### src/rtl/ring_game_pkg.sv
// Shared types and helpers for the ring reaction game: FSM states, legal ring
// positions and two-digit BCD arithmetic.
package ring_game_pkg;

   typedef enum logic [1:0] {
      ST_IDLE = 2'd0,
      ST_RUN  = 2'd1,
      ST_HOLD = 2'd2,
      ST_OVER = 2'd3
   } state_e;

   localparam logic [14:0] RING_LEGAL_MASK = 15'b010_0100_1001_0010;

   typedef logic [3:0] bcd_digit_t;

   typedef struct packed {
      bcd_digit_t hi;
      bcd_digit_t lo;
   } bcd2_t;

   // Exactly one bit set, and that bit is one of the five ring stops.
   function automatic logic ring_legal(input logic [14:0] r);
      return (r != '0) && ((r & (r - 15'd1)) == '0) && ((r & ~RING_LEGAL_MASK) == '0);
   endfunction

   function automatic bcd2_t bcd_inc_sat(input bcd2_t s);
      bcd2_t r;
      r = s;
      if (s.hi == 4'd9 && s.lo == 4'd9) begin
         r = s;
      end else if (s.lo == 4'd9) begin
         r.lo = 4'd0;
         r.hi = s.hi + 4'd1;
      end else begin
         r.lo = s.lo + 4'd1;
      end
      return r;
   endfunction

endpackage

### src/rtl/btn_sync_edge.sv
// Two-flop synchronizer for the raw button plus rising-edge detect. A level
// already high when reset releases is not reported as a press.
module btn_sync_edge (
   input  logic clk,
   input  logic rst_n,
   input  logic btn_i,
   output logic rise_o
);

   logic       s1_q, s2_q, prev_q;
   logic [1:0] vld_q;

   // prev_q holds high until the synchronizer carries a post-reset sample
   always_ff @(posedge clk or negedge rst_n) begin
      if (!rst_n) begin
         s1_q   <= 1'b0;
         s2_q   <= 1'b0;
         prev_q <= 1'b1;
         vld_q  <= 2'b00;
      end else begin
         s1_q   <= btn_i;
         s2_q   <= s1_q;
         vld_q  <= {vld_q[0], 1'b1};
         prev_q <= vld_q[1] ? s2_q : 1'b1;
      end
   end

   assign rise_o = vld_q[1] & s2_q & ~prev_q;

endmodule

### src/rtl/ring_hit_judge.sv
// Reaction game judge: paces the ring counter, scores button presses against
// the target stop. Optional HIT_SPEEDUP_EN shortens the step period per hit.
module ring_hit_judge #(
   parameter int unsigned TICK_DIV   = 25_000_000,
   parameter int unsigned TARGET_BIT = 7,
   parameter int unsigned LIVES_INIT = 3,
   parameter int unsigned HOLD_CYC   = 4
) (
   input  logic        clk,
   input  logic        rst_n,
   input  logic [14:0] ring,
   input  logic        btn,
   output logic        step,
   output logic [7:0]  score_bcd,
   output logic [1:0]  lives,
   output logic        hit_pulse,
   output logic        miss_pulse,
   output logic        game_over,
   output logic        ring_err
);
   import ring_game_pkg::*;

   localparam int unsigned CW     = $clog2(TICK_DIV + 1);
   localparam int unsigned HW     = (HOLD_CYC > 1) ? $clog2(HOLD_CYC) : 1;
   localparam logic [1:0]  LIVES0 = 2'(LIVES_INIT);

   state_e        state_q, state_d;
   logic [CW-1:0] tick_q, tick_d;
   logic [HW-1:0] hold_q, hold_d;
   bcd2_t         score_q, score_d;
   logic [1:0]    lives_q, lives_d;
   logic          hit_q, hit_d, miss_q, miss_d, err_q;
   logic          btn_rise, legal, hit, tick_last;
   logic [CW-1:0] period;

   btn_sync_edge u_sync (
      .clk    (clk),
      .rst_n  (rst_n),
      .btn_i  (btn),
      .rise_o (btn_rise)
   );

   assign legal = ring_legal(ring);
   assign hit   = legal && ring[TARGET_BIT];

`ifdef HIT_SPEEDUP_EN
   localparam logic [CW-1:0] PER_STEP = CW'(TICK_DIV >> 3);
   localparam logic [CW-1:0] PER_MIN  = CW'(TICK_DIV >> 2);
   logic [CW-1:0] period_q, period_d;

   always_comb begin
      period_d = period_q;
      if (state_q == ST_IDLE && btn_rise)
         period_d = CW'(TICK_DIV);
      else if (state_q == ST_RUN && btn_rise && hit)
         period_d = (period_q < PER_MIN + PER_STEP) ? PER_MIN : period_q - PER_STEP;
   end

   always_ff @(posedge clk or negedge rst_n) begin
      if (!rst_n) period_q <= CW'(TICK_DIV);
      else        period_q <= period_d;
   end

   assign period = period_q;
`else
   assign period = CW'(TICK_DIV);
`endif

   assign tick_last = (tick_q == period - 1'b1);

   always_comb begin
      state_d = state_q;
      tick_d  = tick_q;
      hold_d  = hold_q;
      score_d = score_q;
      lives_d = lives_q;
      hit_d   = 1'b0;
      miss_d  = 1'b0;
      case (state_q)
         ST_IDLE: if (btn_rise) begin
            state_d = ST_RUN;
            score_d = '0;
            lives_d = LIVES0;
            tick_d  = '0;
         end
         // A press preempts the tick: judge now, restart the period afterwards
         ST_RUN: if (btn_rise) begin
            tick_d = '0;
            hold_d = '0;
            if (hit) begin
               hit_d   = 1'b1;
               score_d = bcd_inc_sat(score_q);
               state_d = ST_HOLD;
            end else begin
               miss_d  = 1'b1;
               lives_d = lives_q - 2'd1;
               state_d = (lives_q == 2'd1) ? ST_OVER : ST_HOLD;
            end
         end else begin
            tick_d = tick_last ? '0 : tick_q + 1'b1;
         end
         ST_HOLD: if (hold_q == HW'(HOLD_CYC - 1)) state_d = ST_RUN;
                  else hold_d = hold_q + 1'b1;
         ST_OVER: if (btn_rise) state_d = ST_IDLE;
         default: state_d = ST_IDLE;
      endcase
   end

   always_ff @(posedge clk or negedge rst_n) begin
      if (!rst_n) begin
         state_q <= ST_IDLE;
         tick_q  <= '0;
         hold_q  <= '0;
         score_q <= '0;
         lives_q <= LIVES0;
         hit_q   <= 1'b0;
         miss_q  <= 1'b0;
         err_q   <= 1'b0;
      end else begin
         state_q <= state_d;
         tick_q  <= tick_d;
         hold_q  <= hold_d;
         score_q <= score_d;
         lives_q <= lives_d;
         hit_q   <= hit_d;
         miss_q  <= miss_d;
         err_q   <= err_q | ~legal;
      end
   end

   assign step       = (state_q == ST_RUN) && tick_last && !btn_rise;
   assign score_bcd  = score_q;
   assign lives      = lives_q;
   assign hit_pulse  = hit_q;
   assign miss_pulse = miss_q;
   assign game_over  = (state_q == ST_OVER);
   assign ring_err   = err_q;

endmodule

### config.mk
export PLATFORM = sky130hd
export DESIGN_NAME = ring_hit_judge
export DESIGN_NICKNAME = d
export VERILOG_FILES = /design/src/rtl/ring_game_pkg.sv /design/src/rtl/btn_sync_edge.sv /design/src/rtl/ring_hit_judge.sv
export SDC_FILE = /design/constraint.sdc
export NUM_CORES = 1
export LEC_CHECK = 0
export ABC_AREA = 1
export ABC_CLOCK_PERIOD_IN_PS = 4250
export CAP_MARGIN = 0
export CORE_ASPECT_RATIO = 0.75
export CORE_UTILIZATION = 55
export CTS_CLUSTER_SIZE = 25
export DETAILED_ROUTE_END_ITERATION = 7
export PLACE_DENSITY = 0.83
export SLEW_MARGIN = 20
export SYNTH_ARGS = -nofsm -noshare
export SYNTH_HDL_FRONTEND = slang
export SYNTH_SLANG_ARGS = --single-unit
### constraint.sdc
create_clock -name clk -period 4.25 [get_ports clk]
set_input_delay 0.85 -clock clk [delete_from_list [all_inputs] [get_ports clk]]
set_output_delay 0.85 -clock clk [all_outputs]
set_load 0.005 [all_outputs]
==> impl_metrics.toml, run 1 <==
[route]
drtPass1Iterations = 5
ant_nets = 0
wl_per_cell_um = 13.2
drtIter0Drc = 210
num_vias = 2758
via_per_inst = 5.47
finalWirelength_um = 6640
drc = 0

[timing]
period_share_pct = 74.0
hold_violations = 0
tightest_slew_ps = 590
finalSetupTns_ps = 0
rsz0062_at_grt = "false"
fmax_ghz = 0.318
fin_hold_ws_ps = 357
slew_headroom_pct = 60.7
clock_skew_ps = 10.1
fin_ws_ps = 1100
maxSlewViolCount = 0
fin_crit_ps = 3150
setup_viol = 0

[placement]
placed_area_mm2 = 0.00335
dpl.cell_count = 496
pre_cts_ws_ps = 1450
io_buffers = 32
dpl.hpwl_um = 5100
globalplace.congestion = 1.01

[grt]
grtUsageTotal_pct = 26.4
overflow = 0
use_met1_pct = 37.3
grt_pass1_vias = 2600
top_usage_layer = "met2"
antenna_found_initial = 0
grt_pass1_wl_um = 11700
use_met3_pct = 4.77
grt_use_met2_pct = 42.1
grt_max_degree = 48

[clock_tree]
clock_latency_ps = 300
cts-root-buf = "clkbuf_8"
htreeDepth = 2
cts_tree = "built"
cts-hold-fix-buffers = 0
cts_setup_buffers = 0
cts.path.max_buffers = 2
clk_pin_slew_ps = 80
cts_buffers = 5
cts.sinks = 47
ctsResizeCount = 0

[critical_path]
reg2regPathDepth = 10
reg2reg_from = "u_sync.prev_q$_DFF_PN1_"
crit_arrival_ps = 2300
path_class = "register to output port"
cp-start-kind = "register"
r2r_end = "tick_q[12]$_DFFE_PN0P_"
critPathMaxFanout = 5
cp.required_ps = 3400
critPathCaptureType = "output port"
r2r_setup_slack_ps = 2160

[layout]
final_common_cell = "nand2_1"
fin_util_pct = 68.1
finalNonFillerCells = 504
seqCellArea_mm2 = 0.00118
antenna_cells = 0
layout_common_cells = "nand2_1 (87), nor2_1 (66), dfrtp_1 (44), inv_1 (41), clkdlybuf4s50_1 (31)"
area_delta_synth_final_pct = 15.7
fin_nets = 456
stdcell_area_mm2 = 0.00343
multi_input_area_mm2 = 0.00157
fill_cells = 412
drive_gt1_share_pct = 11.3

[yosys]
seq_area_frac_synth_pct = 39.8
synth-edff-count = 0
synth_xor_area_share_pct = 3.25
syn_area_mm2 = 0.00296
ys_types = 40
synth_area_leaders = "dfrtp_1 (37%), nand2_1 (11%), nor2_1 (8.4%)"
synth.largest_area_cell = "dfrtp_1"
muxShareOfSynthArea_pct = 0.338
syn_nets = 421
synthArstFlopShare_pct = 100
synth_top_family_by_area = "simple AND/OR/NAND/NOR gates"
netlist.area_leader.share_pct = 37.1
yosys.area_share.simple_pct = 41.7
yosys.area_share.adder_pct = 2.95
synth_top_flop_cell = "dfrtp_1"
synth_compound_area_share_pct = 4.64
ys_ff_latch = 47
synth_cells = 396
yosysWarnings = 0
synth_area_per_cell_um2 = 7.49

[floorplan]
die-width_um = 86.8
dieArea_mm2 = 0.00569
rows = 22
core-area_mm2 = 0.00504
initial_core_util_pct = 58.8
die_height_um = 65.6
num_io_pins = 33

[min_path]
hp-start = "u_sync.s1_q$_DFF_PN0_"
hp-class = "register to register"
worstHoldEndpoint = "u_sync.s2_q$_DFF_PN0_"
holdPathStages = 0

[power_and_ir_drop]
powerDensity_mw_per_mm2 = 387
p_total_mw = 1.33
ir_worst_vdd_mv = 0.202
power_leakage_nw = 1.56

[run_status]
status = "completed"

[flow_run]
drv_cap = 0
## sequential cells by signal, summed over array words and instances (netlist names)
name and cells:
score_bcd 8, u_sync.prev_q 1, lives 2, u_sync.s1_q 1, state_q 2, u_sync.vld_q 2, hold_q 2, miss_pulse 1
hit_pulse 1, ring_err 1, u_sync.s2_q 1, tick_q 25
## area by class of cell
| type | instances | share of cell area [%] |
|---|---|---|
| multi-input cells | 295 | 45.8 |
| inverters | 49 | 5.36 |
| repair buffers | 33 | 9.42 |
| clock inverters | 1 | 0.146 |
| well taps | 72 | 2.63 |
| flip-flops and latches | 47 | 34.4 |
| clock buffers | 7 | 2.23 |
## layer usage
metal / vias to the layer above / wire length, um
met5: - / 0
met3: 19 / 448
met1: 1278 / 3290
li1: 1363 / -
met4: 0 / 99
met2: 98 / 2800
## synth_stat cells (2+ instances only)
cell / instances
a21oi_1: 8
nor2_1: 66
buf_2: 3
xor2_1: 9
inv_1: 41
xnor2_1: 2
nor4_1: 3
nor3_2: 4
nand2_4: 2
inv_2: 8
nand3_1: 23
nor2_4: 4
dfrtp_1: 44
nand2_1: 87
o21ai_0: 11
or2_2: 2
nand2_2: 4
ha_1: 7
nor3_1: 16
nor2_2: 7
dfstp_2: 3
nand4_1: 23
nand3_2: 2
## worst max path at each step
| stage | slack [ps] | cells after the start | endpoint | startpoint |
|---|---|---|---|---|
| final | 1100 | 8 | step | tick_q[1]$_DFFE_PN0P_ |
| after global routing | 910 | 8 | step | tick_q[1]$_DFFE_PN0P_ |
| after CTS | 1100 | 8 | step | tick_q[1]$_DFFE_PN0P_ |
| after detailed placement | 1450 | 8 | step | tick_q[1]$_DFFE_PN0P_ |
| after global placement | 1470 | 8 | step | tick_q[1]$_DFFE_PN0P_ |
| after floorplan | 2150 | 7 | step | tick_q[1]$_DFFE_PN0P_ |
## kinds of logic after synthesis
family,after synthesis
AND/OR/NAND/NOR,250
XOR/XNOR,11
flip-flops,47
buffers and inverters,54
AO/OA/AOI/OAI,25
adder cells (fa/ha/maj),7
multiplexers,1
other,1
## critical path, stage by stage, from the launching register on
cell and delay [ps]:
dfrtp_1 380, ha_1 170, nand2_1 100, nor2_4 150
nand3_2 140, nor3_1 150, nand4_1 150, nor3_1 220
clkdlybuf4s50_1 550
## power breakdown
part | total [mW] | internal [mW] | switching (mW)
Sequential | 0.580 | 0.513 | 0.0661
Clock | 0.262 | 0.116 | 0.146
Combinational | 0.485 | 0.169 | 0.316
Total | 1.33 | 0.798 | 0.529
No activity file was read; power rests on OpenSTA's default activity.
==> run 2, diff against run 1 <==
--- a/config.mk
+++ b/config.mk
@@ -6,13 +6,13 @@
 export NUM_CORES = 1
 export LEC_CHECK = 0
 export ABC_AREA = 1
-export ABC_CLOCK_PERIOD_IN_PS = 4250
+export ABC_CLOCK_PERIOD_IN_PS = 2700
 export CAP_MARGIN = 0
 export CORE_ASPECT_RATIO = 0.75
-export CORE_UTILIZATION = 55
+export CORE_UTILIZATION = 51
 export CTS_CLUSTER_SIZE = 25
 export DETAILED_ROUTE_END_ITERATION = 7
-export PLACE_DENSITY = 0.83
+export PLACE_DENSITY = 0.81
 export SLEW_MARGIN = 20
 export SYNTH_ARGS = -nofsm -noshare
 export SYNTH_HDL_FRONTEND = slang
==> constraint.sdc (replaced) <==
create_clock -name clk -period 2.7 [get_ports clk]
set_input_delay 0.54 -clock clk [delete_from_list [all_inputs] [get_ports clk]]
set_output_delay 0.54 -clock clk [all_outputs]
set_load 0.005 [all_outputs]
==> impl_metrics.toml, run 2 (same netlist as run 1, synthesis figures left out) <==
[timing]
fmax_ghz = 0.398
setup_viol = 0
fin_crit_ps = 2520
clock_skew_ps = 10.0
maxSlewViolCount = 0
hold_violations = 0
period_share_pct = 93.2

[layout]
drive_gt1_share_pct = 12.8
final_common_cell = "nand2_1"
layout_common_cells = "nand2_1 (87), nor2_1 (66), dfrtp_1 (44), inv_1 (41), clkdlybuf4s50_1 (30)"
area_delta_synth_final_pct = 17.6
regMostFlops = "tick_q"
largest_reg_flops = 25
antenna_cells = 0
fin_util_pct = 63.8
fin_nets = 462

[grt]
grt_pass1_wl_um = 11700
overflow = 0
antenna_found_initial = 0
grtUsageTotal_pct = 24.5
grt_max_degree = 23
grt_pass1_vias = 2445

[power_and_ir_drop]
ir_worst_vdd_mv = 0.340
p_total_mw = 2.14
powerDensity_mw_per_mm2 = 613
power_leakage_nw = 1.60

[critical_path]
critPathLaunch = "tick_q[1]$_DFFE_PN0P_"
critPathCaptureType = "output port"
cp.required_ps = 2160
crit_path_top_delay_cell = "dfrtp_1"
reg2reg_from = "u_sync.prev_q$_DFF_PN1_"
timing.critical_path.buf_inv = 1
path_class = "register to output port"
cp-start-kind = "register"
critPathTopFamily = "simple AND/OR/NAND/NOR gates"
critPathMaxStageDelay_ps = 400
critPathMaxFanout = 5
cp_common_cell = "nor3_1"
path_cells = "ha_1, nand2_1, nor2_4, nand3_2, nor3_1, nand4_1, nor3_1, dlygate4sd2_1"
crit_arrival_ps = 1980

[run_status]
status = "completed"

[floorplan]
die_height_um = 68.0
die-width_um = 90.0
initial_core_util_pct = 54.2
dieArea_mm2 = 0.00612
core-area_mm2 = 0.00547
rows = 23
num_io_pins = 33

[route]
drtIter0Drc = 199
finalWirelength_um = 6770
num_vias = 2764
drtPass1Iterations = 5
via_per_inst = 5.39
wl_per_cell_um = 13.2
ant_nets = 0
drc = 0

[clock_tree]
htreeDepth = 2
cts.path.max_buffers = 2
cts.sinks = 47
cts_tree = "built"
cts_buffers = 5
clock_latency_ps = 310
clk_pin_slew_ps = 80
cts-root-buf = "clkbuf_8"

[placement]
io_buffers = 32
dpl.hpwl_um = 5390
globalplace.congestion = 0.989

[flow_run]
drv_cap = 0

[min_path]
hp-class = "input pin to async pin"
## run 2: changes by cell type in the layout (fill, tap and decap cells not counted)
| cell | previous run | this run |
|---|---|---|
| clkdlybuf4s50_1 | 31 | 30 |
| clkbuf_1 | 2 | 1 |
| clkbuf_8 | 5 | 6 |
| buf_4 | 1 | 7 |
| dlygate4sd2_1 | 0 | 1 |
## run 2: timing repair
item	in CTS	in global routing
hold buffers	0	0
resized for setup	1	0
setup buffers	0	1
endpoints found under the setup margin	1	1
## run 2: path summary, 6_finish.rpt
check / endpoint / slack (ps) / depth (start not counted)
max: step / 180 / 8
min: score_bcd[2]$_DFFE_PN0P_ / 30 / 1
max reg2reg: tick_q[12]$_DFFE_PN0P_ / 800 / 11
min reg2reg: u_sync.vld_q[1]$_DFF_PN0_ / 370 / 0
max in group asynchronous: u_sync.prev_q$_DFF_PN1_ / 2110 / 2
min in group clk: u_sync.vld_q[1]$_DFF_PN0_ / 370 / 0
## run 2: worst reg2reg max path, cell delays in order (launching register included)
cell	delay, ps
dfstp_2	370
nor2_2	80
nand2_1	60
buf_4	180
nor2_4	220
inv_2	100
nand2_4	210
nand2_2	100
nor2_2	140
inv_1	70
o31ai_1	210
nor2_1	70
## run 2: cell type report
cell class,instances,area [um^2]
clock buffers,7,86.3
clock inverters,1,5.00
fillers,498,1980
inverters,49,184
multi-input cells,295,1570
flip-flops and latches,47,1180
well taps,75,93.8
repair buffers,39,367
## run 2: layer usage
| metal | GRT usage [%] | share of wire (%) |
|---|---|---|
| met3 | 4.11 | 6.8 |
| met4 | 7.26 | 1.1 |
| met5 | 0 | 0 |
| met1 | 35.6 | 50 |
| met2 | 37.8 | 42 |
## run 2: per-stage QoR
stage | area, um^2 | cells | setup WS [ps] | setup TNS [ps] | hold WS (ps)
floorplan | 2960 | 396 | 905 | 0 | 244
global route | 3490 | 513 | -1.87 | -1.87 | 39.3
CTS | 3480 | 512 | 175 | 0 | 31.5
finish | 3490 | 513 | 185 | 0 | 34.1
global placement | 3390 | 504 | 293 | 0 | 341
detailed placement | 3390 | 504 | 251 | 0 | 358
## run 2: report_power, final
part | total (mW) | leakage (nW) | internal (mW) | switching (mW)
registers | 0.914 | 0.618 | 0.808 | 0.106
clock network | 0.441 | 0.0482 | 0.207 | 0.235
logic | 0.782 | 0.933 | 0.286 | 0.496
